`src/rtl/fetch_queue.sv`:
```
// Decoupling queue between the fetch and decode stages.
// Buffers {pc, instruction} pairs in a circular buffer and pushes back on
// the fetch stage when full. A taken branch flushes everything queued.
module fetch_queue #(
  parameter int BIT_NUMBER = 32,
  parameter int DEPTH      = 4
) (
  input  logic                       clk,
  input  logic                       rst,
  input  logic                       branch_taken,
  input  logic [BIT_NUMBER-1:0]      if_pc,
  input  logic [BIT_NUMBER-1:0]      if_instruction,
  output logic                       freeze,
  input  logic                       id_freeze,
  output logic                       id_valid,
  output logic [BIT_NUMBER-1:0]      id_pc,
  output logic [BIT_NUMBER-1:0]      id_instruction,
  output logic [$clog2(DEPTH):0]     count
);

  localparam int PTR_W = $clog2(DEPTH);
  localparam int CNT_W = PTR_W + 1;

  logic [BIT_NUMBER-1:0] pc_mem_q  [DEPTH];
  logic [BIT_NUMBER-1:0] ins_mem_q [DEPTH];

  logic [PTR_W-1:0] wr_ptr_q, wr_ptr_d;
  logic [PTR_W-1:0] rd_ptr_q, rd_ptr_d;
  logic [CNT_W-1:0] count_q, count_d;

  logic push;
  logic pop;

  // Status flags come only from registered occupancy, so freeze never
  // depends combinationally on the fetch or decode inputs.
  always_comb begin
    freeze   = (count_q == CNT_W'(DEPTH));
    id_valid = (count_q != '0);
    push     = !freeze && !branch_taken;
    pop      = id_valid && !id_freeze && !branch_taken;
  end

  // Head entry is masked to zero when empty; storage itself is never reset.
  always_comb begin
    id_pc          = '0;
    id_instruction = '0;
    if (id_valid) begin
      id_pc          = pc_mem_q[rd_ptr_q];
      id_instruction = ins_mem_q[rd_ptr_q];
    end
  end

  // Next-state for pointers and occupancy; a flush wins over push and pop.
  always_comb begin
    wr_ptr_d = wr_ptr_q;
    rd_ptr_d = rd_ptr_q;
    count_d  = count_q;
    if (branch_taken) begin
      wr_ptr_d = '0;
      rd_ptr_d = '0;
      count_d  = '0;
    end else begin
      if (push) wr_ptr_d = wr_ptr_q + 1'b1;
      if (pop)  rd_ptr_d = rd_ptr_q + 1'b1;
      case ({push, pop})
        2'b10:   count_d = count_q + CNT_W'(1);
        2'b01:   count_d = count_q - CNT_W'(1);
        default: count_d = count_q;
      endcase
    end
  end

  // Control state register with asynchronous clear.
  always_ff @(posedge clk or posedge rst) begin
    if (rst) begin
      wr_ptr_q <= '0;
      rd_ptr_q <= '0;
      count_q  <= '0;
    end else begin
      wr_ptr_q <= wr_ptr_d;
      rd_ptr_q <= rd_ptr_d;
      count_q  <= count_d;
    end
  end

  // Entry storage write; contents are only observed through the masked head.
  always_ff @(posedge clk) begin
    if (push) begin
      pc_mem_q[wr_ptr_q]  <= if_pc;
      ins_mem_q[wr_ptr_q] <= if_instruction;
    end
  end

  assign count = count_q;

endmodule

```
`config.mk`:
```
export PLATFORM = sky130hd
export DESIGN_NAME = fetch_queue
export DESIGN_NICKNAME = d
export VERILOG_FILES = /design/src/rtl/fetch_queue.sv
export SDC_FILE = /design/constraint.sdc
export NUM_CORES = 1
export LEC_CHECK = 0
export ABC_AREA = 0
export CORE_MARGIN = 3
export CORE_UTILIZATION = 40
export CTS_CLUSTER_SIZE = 28
export DETAILED_ROUTE_END_ITERATION = 12
export GPL_ROUTABILITY_DRIVEN = 0
export PLACE_DENSITY = 0.58
export SKIP_CTS_REPAIR_TIMING = 1
export SKIP_LAST_GASP = 1
export SYNTH_ARGS = -nofsm -noshare
export SYNTH_HDL_FRONTEND = slang
export SYNTH_SLANG_ARGS = --single-unit
```
`constraint.sdc`:
```
create_clock -name clk -period 3.6 [get_ports clk]
set_input_delay 0.54 -clock clk [delete_from_list [all_inputs] [get_ports clk]]
set_output_delay 0.54 -clock clk [all_outputs]
set_load 0.02 [all_outputs]
```
== Word-level counts from Yosys, hierarchy flattened ==
Memories as Yosys holds them, arrays and structs flattened.
Index checks and enable logic that the tools add are counted.

* Reductions and logical operators: 10
* $add $sub $neg: 4
* Muxes and demuxes: 10
* Equal/unequal tests: 3

{| class="wikitable"
|+ Operators by type and width
! kind !! count
|-
| $mux 32 || 2
|-
| $mux 2 || 4
|-
| $pmux 3 s2 || 1
|-
| $reduce_bool 3->1 || 2
|-
| $add 2x1->2 const B || 2
|-
| $reduce_bool 2->1 || 2
|-
| $add 3x1->3 const B || 1
|-
| $eq 3x3->1 const B || 1
|-
| $logic_and 1x1->1 || 3
|-
| $logic_not 1->1 || 3
|-
| $mux 3 || 1
|-
| $sub 3x1->3 const B || 1
|-
| $eq 2x1->1 const B || 1
|-
| $eq 2x2->1 const B || 1
|-
| $mux 1 || 2
|}

* RAM bits: 256
* Memories: 2
* Word-level logic and storage cells: 32
* Flip-flop bits (word level): 7

{| class="wikitable"
|+ Memory list
! name !! depth !! bits a word !! read ports !! clocked after Yosys merged registers in !! write ports !! RTL line !! RTL
|-
| ins_mem_q || 4 || 32 || 1 || 0 || 1 || 25 || <nowiki>logic [BIT_NUMBER-1:0] ins_mem_q [DEPTH];</nowiki>
|-
| pc_mem_q || 4 || 32 || 1 || 0 || 1 || 24 || <nowiki>logic [BIT_NUMBER-1:0] pc_mem_q [DEPTH];</nowiki>
|}

== Logic depth before layout (Yosys ltp) ==
Gate-level depths: netlist of the first run.

* Word-level depth: 6
* Gate-level depth with buffers: 7
* Depth with buffers taken out: 6

== Worst setup path after synthesis of the first run ==
Ideal clock, no wire load.

* Path kind: register to register
* Start: register count_q[0], in the netlist count[0]
* End: memory ins_mem_q[0][0], enable pin
* Setup slack: 0.664 ns
* Arrival: 2.507 ns
* Data required time: 3.171 ns
* Cell stages (with the launch flop): 5
* Cell sequence: dfrtp_1 -> buf_2 -> nor3b_2 -> nor2_1 -> and2_1

* Cells in the longest elaborated chain, start to end: 5

{| class="wikitable"
|+ Ends and longest elaborated chain
! element !! RTL line !! RTL
|-
| from (decl) || 29 || <nowiki>logic [CNT_W-1:0] count_q, count_d;</nowiki>
|-
| from (signal assigned) || 82 || <nowiki>count_q <= count_d;</nowiki>
|-
| $eq 3x3->1 || 37 || <nowiki>freeze = (count_q == CNT_W'(DEPTH));</nowiki>
|-
| net freeze || 13 || <nowiki>output logic freeze,</nowiki>
|-
| $logic_not 1->1 || 39 || <nowiki>push = !freeze && !branch_taken;</nowiki>
|-
| $logic_and 1x1->1 || 39 ||
|-
| $mux 1 || 88 || <nowiki>if (push) begin</nowiki>
|-
| $mux 1 (not written as such) || 90 || <nowiki>ins_mem_q[wr_ptr_q] <= if_instruction;</nowiki>
|-
| to (decl) || 25 ||
|}

The timed path passes the listed nets, and every way through them passes these cells.

== Final worst setup path of the first run ==
* Start: register rd_ptr_q[1]
* End: output port id_pc[24]

* Cells in the longest elaborated chain, start to end: 2

{| class="wikitable"
|+ Ends and longest elaborated chain
! element !! RTL line !! RTL
|-
| from (decl) || 28 || <nowiki>logic [PTR_W-1:0] rd_ptr_q, rd_ptr_d;</nowiki>
|-
| from (signal assigned) || 81 || <nowiki>rd_ptr_q <= rd_ptr_d;</nowiki>
|-
| $mem_v2 4x32 || - ||
|-
| $mux 32 || 47 || <nowiki>if (id_valid) begin</nowiki>
|-
| to (decl) || 16 || <nowiki>output logic [BIT_NUMBER-1:0] id_pc,</nowiki>
|}

Every way passes these cells.

==> flow_summary.ini, run 1 <==
[run_status]
status = completed

[setup_path]
endpoint_kind = primary output
worst-path-max-fanout = 66
startpoint = rd_ptr_q[1]$_DFFE_PP0P_
reg2reg_depth = 4
regToRegSetupSlack_ns = 1.37
cp.required_ns = 3.06
critPathCapture = id_pc[24]
timing.rr.start = count[0]$_DFFE_PP0P_
worst-setup-path-type = reg2out
crit_path_start_kind = register
max_stage_delay_ns = 1.08
slowest_stage = dfrtp_4
cp_cell_sequence = mux4_2 -> and2_1 -> clkdlybuf4s50_1
arrival_ns = 2.80
timing.rr.end = ins_mem_q[1][6]$_DFFE_PP_

[pwr]
total_power_mw = 7.48
power_frac_clock = 0.342
p_leak_nw = 4.09
power.switching_mw = 1.80
max-vdd-ir-drop_v = 0.000369
p_int_mw = 5.67
powerDensity_mw_per_mm2 = 584
switching_share = 0.241
power_frac_comb = 0.169
seq_power_share = 0.489

[drt]
num_vias = 4928
drc = 0
post_drt_wl_per_cell_um = 21.0
vias_per_cell = 5.12
final_antenna_net_count = 0
drtPass1Iterations = 5
wirelength_um = 20200
first_iter_violations = 283

[clock_tree]
h-tree-depth = 1
clk_pin_slew_ns = 0.06
insertion_delay_ns = 0.52
cts_buffers = 28
ctsLongestPathBuffers = 3
numClockSinks = 263
cts_tree = yes
ctsRootBufferMaster = clkbuf_16

[grt]
top_usage_layer = met2
global_route.usage.met2 = 0.238
grt_pass1_wl_um = 30900
gr-total-overflow = 0
use_met3 = 0.0364
antenna_found_initial = 2
met1_usage = 0.211
grt_pass1_vias = 5390
grt_max_degree = 67
grt_util_all_layers = 0.149

[yosys]
synth_seq_area_share = 0.773
synth_edf_count = 256
syn_avg_cell_area_um2 = 22.1
syn-instance-count = 461
synth_top_cell_area_share = 0.756
netlist_area_mm2 = 0.0102
yosysTopAreaCell = edfxtp_1
synth-seq-cells = 263
synthFlopType = edfxtp_1
synth_area_leaders = edfxtp_1 76%, mux4_2 14%, and2_1 4.2%, dfrtp_1 1.7%, buf_2 0.49%
async_reset_ff_frac = 0.0266
synth.distinct_cells = 29
synth_nets = 534
yosys_warnings = 0

[final_layout]
area_growth_pct = 25.8
drive_above_1_share = 0.191
nets = 689
antenna_cells = 0
finish.utilization = 0.518

[hold_path]
hold_class = in2async

[timing]
min_period_ns = 3.34
setup_ws_ns = 0.256
hold_viol = 0
whs_ns = 0.296
max_slew.worst_pin.slew_ns = 1.00
fin_crit_sh = 0.929
slew-limit-headroom = 0.331
rsz0062_at_grt = false
finClkSkew_ns = 0.00622
setup_viol = 0
fmax_mhz = 299
setup_tns_ns = 0
drv_slew = 0

[floorplan]
rows = 57
die_h_um = 165
start_util = 0.412
dieArea_mm2 = 0.0274
ioPinCount = 137
die_w_um = 165
core_mm2 = 0.0247

[placed_design]
port_buffers = 136
pre_cts_ws_ns = 0.595
post-dp-hpwl_um = 12000

[job]
drv_cap = 0
metal layers:
layer	wire, um	vias up
li1	-	2179
met3	1500	39
met1	8760	2539
met2	9490	167
met4	435	4
met5	27	-
placed cells by master, fill, tap and decap left out, types with 4 or more instances in the layout:
| master | count |
|---|---|
| a21oi_1 | 5 |
| and2_1 | 64 |
| and2_4 | 4 |
| buf_12 | 5 |
| buf_4 | 10 |
| clkbuf_1 | 8 |
| clkbuf_16 | 29 |
| clkdlybuf4s50_1 | 136 |
| clkinv_1 | 10 |
| dfrtp_1 | 5 |
| edfxtp_1 | 256 |
| ha_1 | 4 |
| inv_1 | 4 |
| mux4_2 | 64 |
| nor2_1 | 4 |
sequential cells by signal, indices dropped and copies added, names as in the netlist:
signal and flops:
wr_ptr_q 2, rd_ptr_q 2, count 3, ins_mem_q 128, pc_mem_q 128
cell type report:
cell class              instances  area, um^2
fillers                      2022       11900
repair buffers                151        1540
well taps                     324         405
clock inverters                15        68.8
flip-flops and latches        263        7870
clock buffers                  37         756
multi-input cells             167        2140
inverters                       5        21.3
how the worst min path moves through the flow:
stage / to / slack [ns] / cells after the start
floorplan: count[0]$_DFFE_PP0P_ / 0.34 / 1
CTS: wr_ptr_q[1]$_DFFE_PP0P_ / 0.28 / 2
finish: rd_ptr_q[0]$_DFFE_PP0P_ / 0.30 / 2
global route: wr_ptr_q[1]$_DFFE_PP0P_ / 0.30 / 2
global placement: wr_ptr_q[1]$_DFFE_PP0P_ / 0.56 / 2
detailed placement: wr_ptr_q[1]$_DFFE_PP0P_ / 0.62 / 2
worst max-delay path: cells and delay by family, from the launching register on:
| family | cells | cell delay, ns |
|---|---|---|
| simple gates | 1 | 0.20 |
| mux | 1 | 0.43 |
| buf+inv | 1 | 0.55 |
| flops | 1 | 1.08 |
cells by family (layout without fill, tap and decap cells):
group,after synthesis,in the layout,synth area share
flip-flops,263,263,0.773
AND/OR/NAND/NOR,87,87,0.0535
multiplexers,65,65,0.143
buffers and inverters,31,208,0.0175
AO/OA/AOI/OAI,9,9,0.00505
adder cells (fa/ha/maj),5,5,0.00689
XOR/XNOR,1,1,0.000862
cell usage after synthesis (all sizes together) (2+ instances only):
master  instances
mux4           64
clkbuf         10
buf            16
edfxtp        256
dfrtp           7
ha              4
nor3            4
and2           68
nor2            4
nand2b          2
nor3b           3
o21ai           2
inv             5
or3             3
a21oi           5
through the flow:
step                      cell area [um^2]  cells
final                                12800    962
after global placement               11900    909
after floorplan                      10200    461
after CTS                            12800    961
after global routing                 12800    962
after detailed placement             11900    909
power by group through the flow:
stage	Combinational [mW]	Sequential [mW]	Clock (mW)
2_1_floorplan	0.724	3.68	0
3_3_place_gp	1.26	3.72	0
3_5_place_dp	1.27	3.73	0
4_1_cts	1.28	3.67	2.66
5_1_grt	1.36	3.67	2.78
6_report	1.26	3.65	2.56
(Power assumes the default switching activity.)
==> inputs of run 2 (changes only) <==
CORE_ASPECT_RATIO = 1.75   (was default)
HOLD_SLACK_MARGIN = 0.08   (was default)
==> flow_summary.ini, run 2 (same netlist as run 1, synthesis figures left out) <==
[setup_path]
endpoint_kind = primary output
arrival_ns = 2.83
worst-path-max-fanout = 20
worst-setup-path-type = reg2out
startpoint = rd_ptr_q[0]$_DFFE_PP0P_
cp.required_ns = 3.06
crit_path_start_kind = register
timing.rr.start = count[0]$_DFFE_PP0P_

[timing]
hold_viol = 0
finClkSkew_ns = 0.0119
slew-limit-headroom = 0.322
fin_crit_sh = 0.936
min_period_ns = 3.37
fmax_mhz = 297
setup_viol = 0
rsz0062_at_grt = false
drv_slew = 0
max_slew.worst_pin.slew_ns = 1.02
setup_tns_ns = 0

[pwr]
max-vdd-ir-drop_v = 0.000316
total_power_mw = 7.35
powerDensity_mw_per_mm2 = 579
p_leak_nw = 4.05

[final_layout]
fin_area_mm2 = 0.0127
antenna_cells = 0
layout.cells.non_filler = 938
finish.utilization = 0.511
nFillCells = 2005
nets = 683
drive_above_1_share = 0.188
final_common_cell = edfxtp_1
area_growth_pct = 24.8
final_cell_mix = 256 x edfxtp_1, 136 x clkdlybuf4s50_1, 64 x mux4_2, 64 x and2_1, 25 x clkbuf_16

[run_status]
status = completed

[floorplan]
core_mm2 = 0.0248
rows = 76
die_h_um = 217
start_util = 0.410
die_w_um = 127
dieArea_mm2 = 0.0274
ioPinCount = 137

[grt]
gr-total-overflow = 0
grt_pass1_wl_um = 31500
grt_util_all_layers = 0.149
antenna_found_initial = 1
grt_max_degree = 67
grt_pass1_vias = 5403

[clock_tree]
h-tree-depth = 1
insertion_delay_ns = 0.51
clk_pin_slew_ns = 0.06
cts_buffers = 24
ctsRootBufferMaster = clkbuf_16
cts_tree = yes
ctsLongestPathBuffers = 3
numClockSinks = 263

[job]
drv_cap = 0

[drt]
final_antenna_net_count = 0
num_vias = 4842
post_drt_wl_per_cell_um = 21.9
wirelength_um = 20500
drc = 0
vias_per_cell = 5.16
first_iter_violations = 268
drtPass1Iterations = 4

[hold_path]
hold_class = in2async

[placed_design]
port_buffers = 136
place_area_mm2 = 0.0119
post-dp-hpwl_um = 12700
place_inst = 896
## run 2: final timing paths
kind / to / slack [ns] / depth (start not counted)
worst max-delay path: id_pc[23] / 0.23 / 4
worst min-delay path: wr_ptr_q[0]$_DFFE_PP0P_ / 0.27 / 2
worst max register to register: pc_mem_q[2][15]$_DFFE_PP_ / 1.41 / 4
worst min register to register: wr_ptr_q[1]$_DFFE_PP0P_ / 0.61 / 2
max in group asynchronous: rd_ptr_q[1]$_DFFE_PP0P_ / 3.08 / 2
min in group clk: wr_ptr_q[1]$_DFFE_PP0P_ / 0.61 / 2
## run 2: stage by stage
step	hold slack (ns)	setup WS, ns
4_1_cts	0.266	0.102
3_5_place_dp	0.611	0.652
5_1_grt	0.288	0.0689
2_1_floorplan	0.343	0.664
3_3_place_gp	0.565	0.712
6_report	0.270	0.229
## run 2: cell type report
class	count	area, um^2	share of cell area
multi-input cells	167	2140	0.168
repair buffers	149	1520	0.120
flip-flops and latches	263	7870	0.620
well taps	312	390	0.0308
inverters	5	21.3	0.00168
clock inverters	13	111	0.00877
clock buffers	29	641	0.0505
## run 2: report_power, final
group	internal, mW	switching [mW]	leakage, nW	total (mW)
clock	1.40	1.03	0.370	2.44
sequential	3.57	0.0865	2.44	3.65
combinational	0.634	0.625	1.24	1.26
## run 2: worst max-delay path: stages, from the launching register on
cell and delay (ns):
dfrtp_4 0.70, buf_4 0.35, mux4_2 0.55, and2_1 0.18, clkdlybuf4s50_1 0.53
## run 2: metal layers
metal,global-route usage,up-vias,part of all wire
li1,-,2146,-
met1,0.175,2563,0.38
met4,0.0397,2,0.020
met5,0,-,0.00044
met2,0.282,102,0.56
met3,0.0219,29,0.036
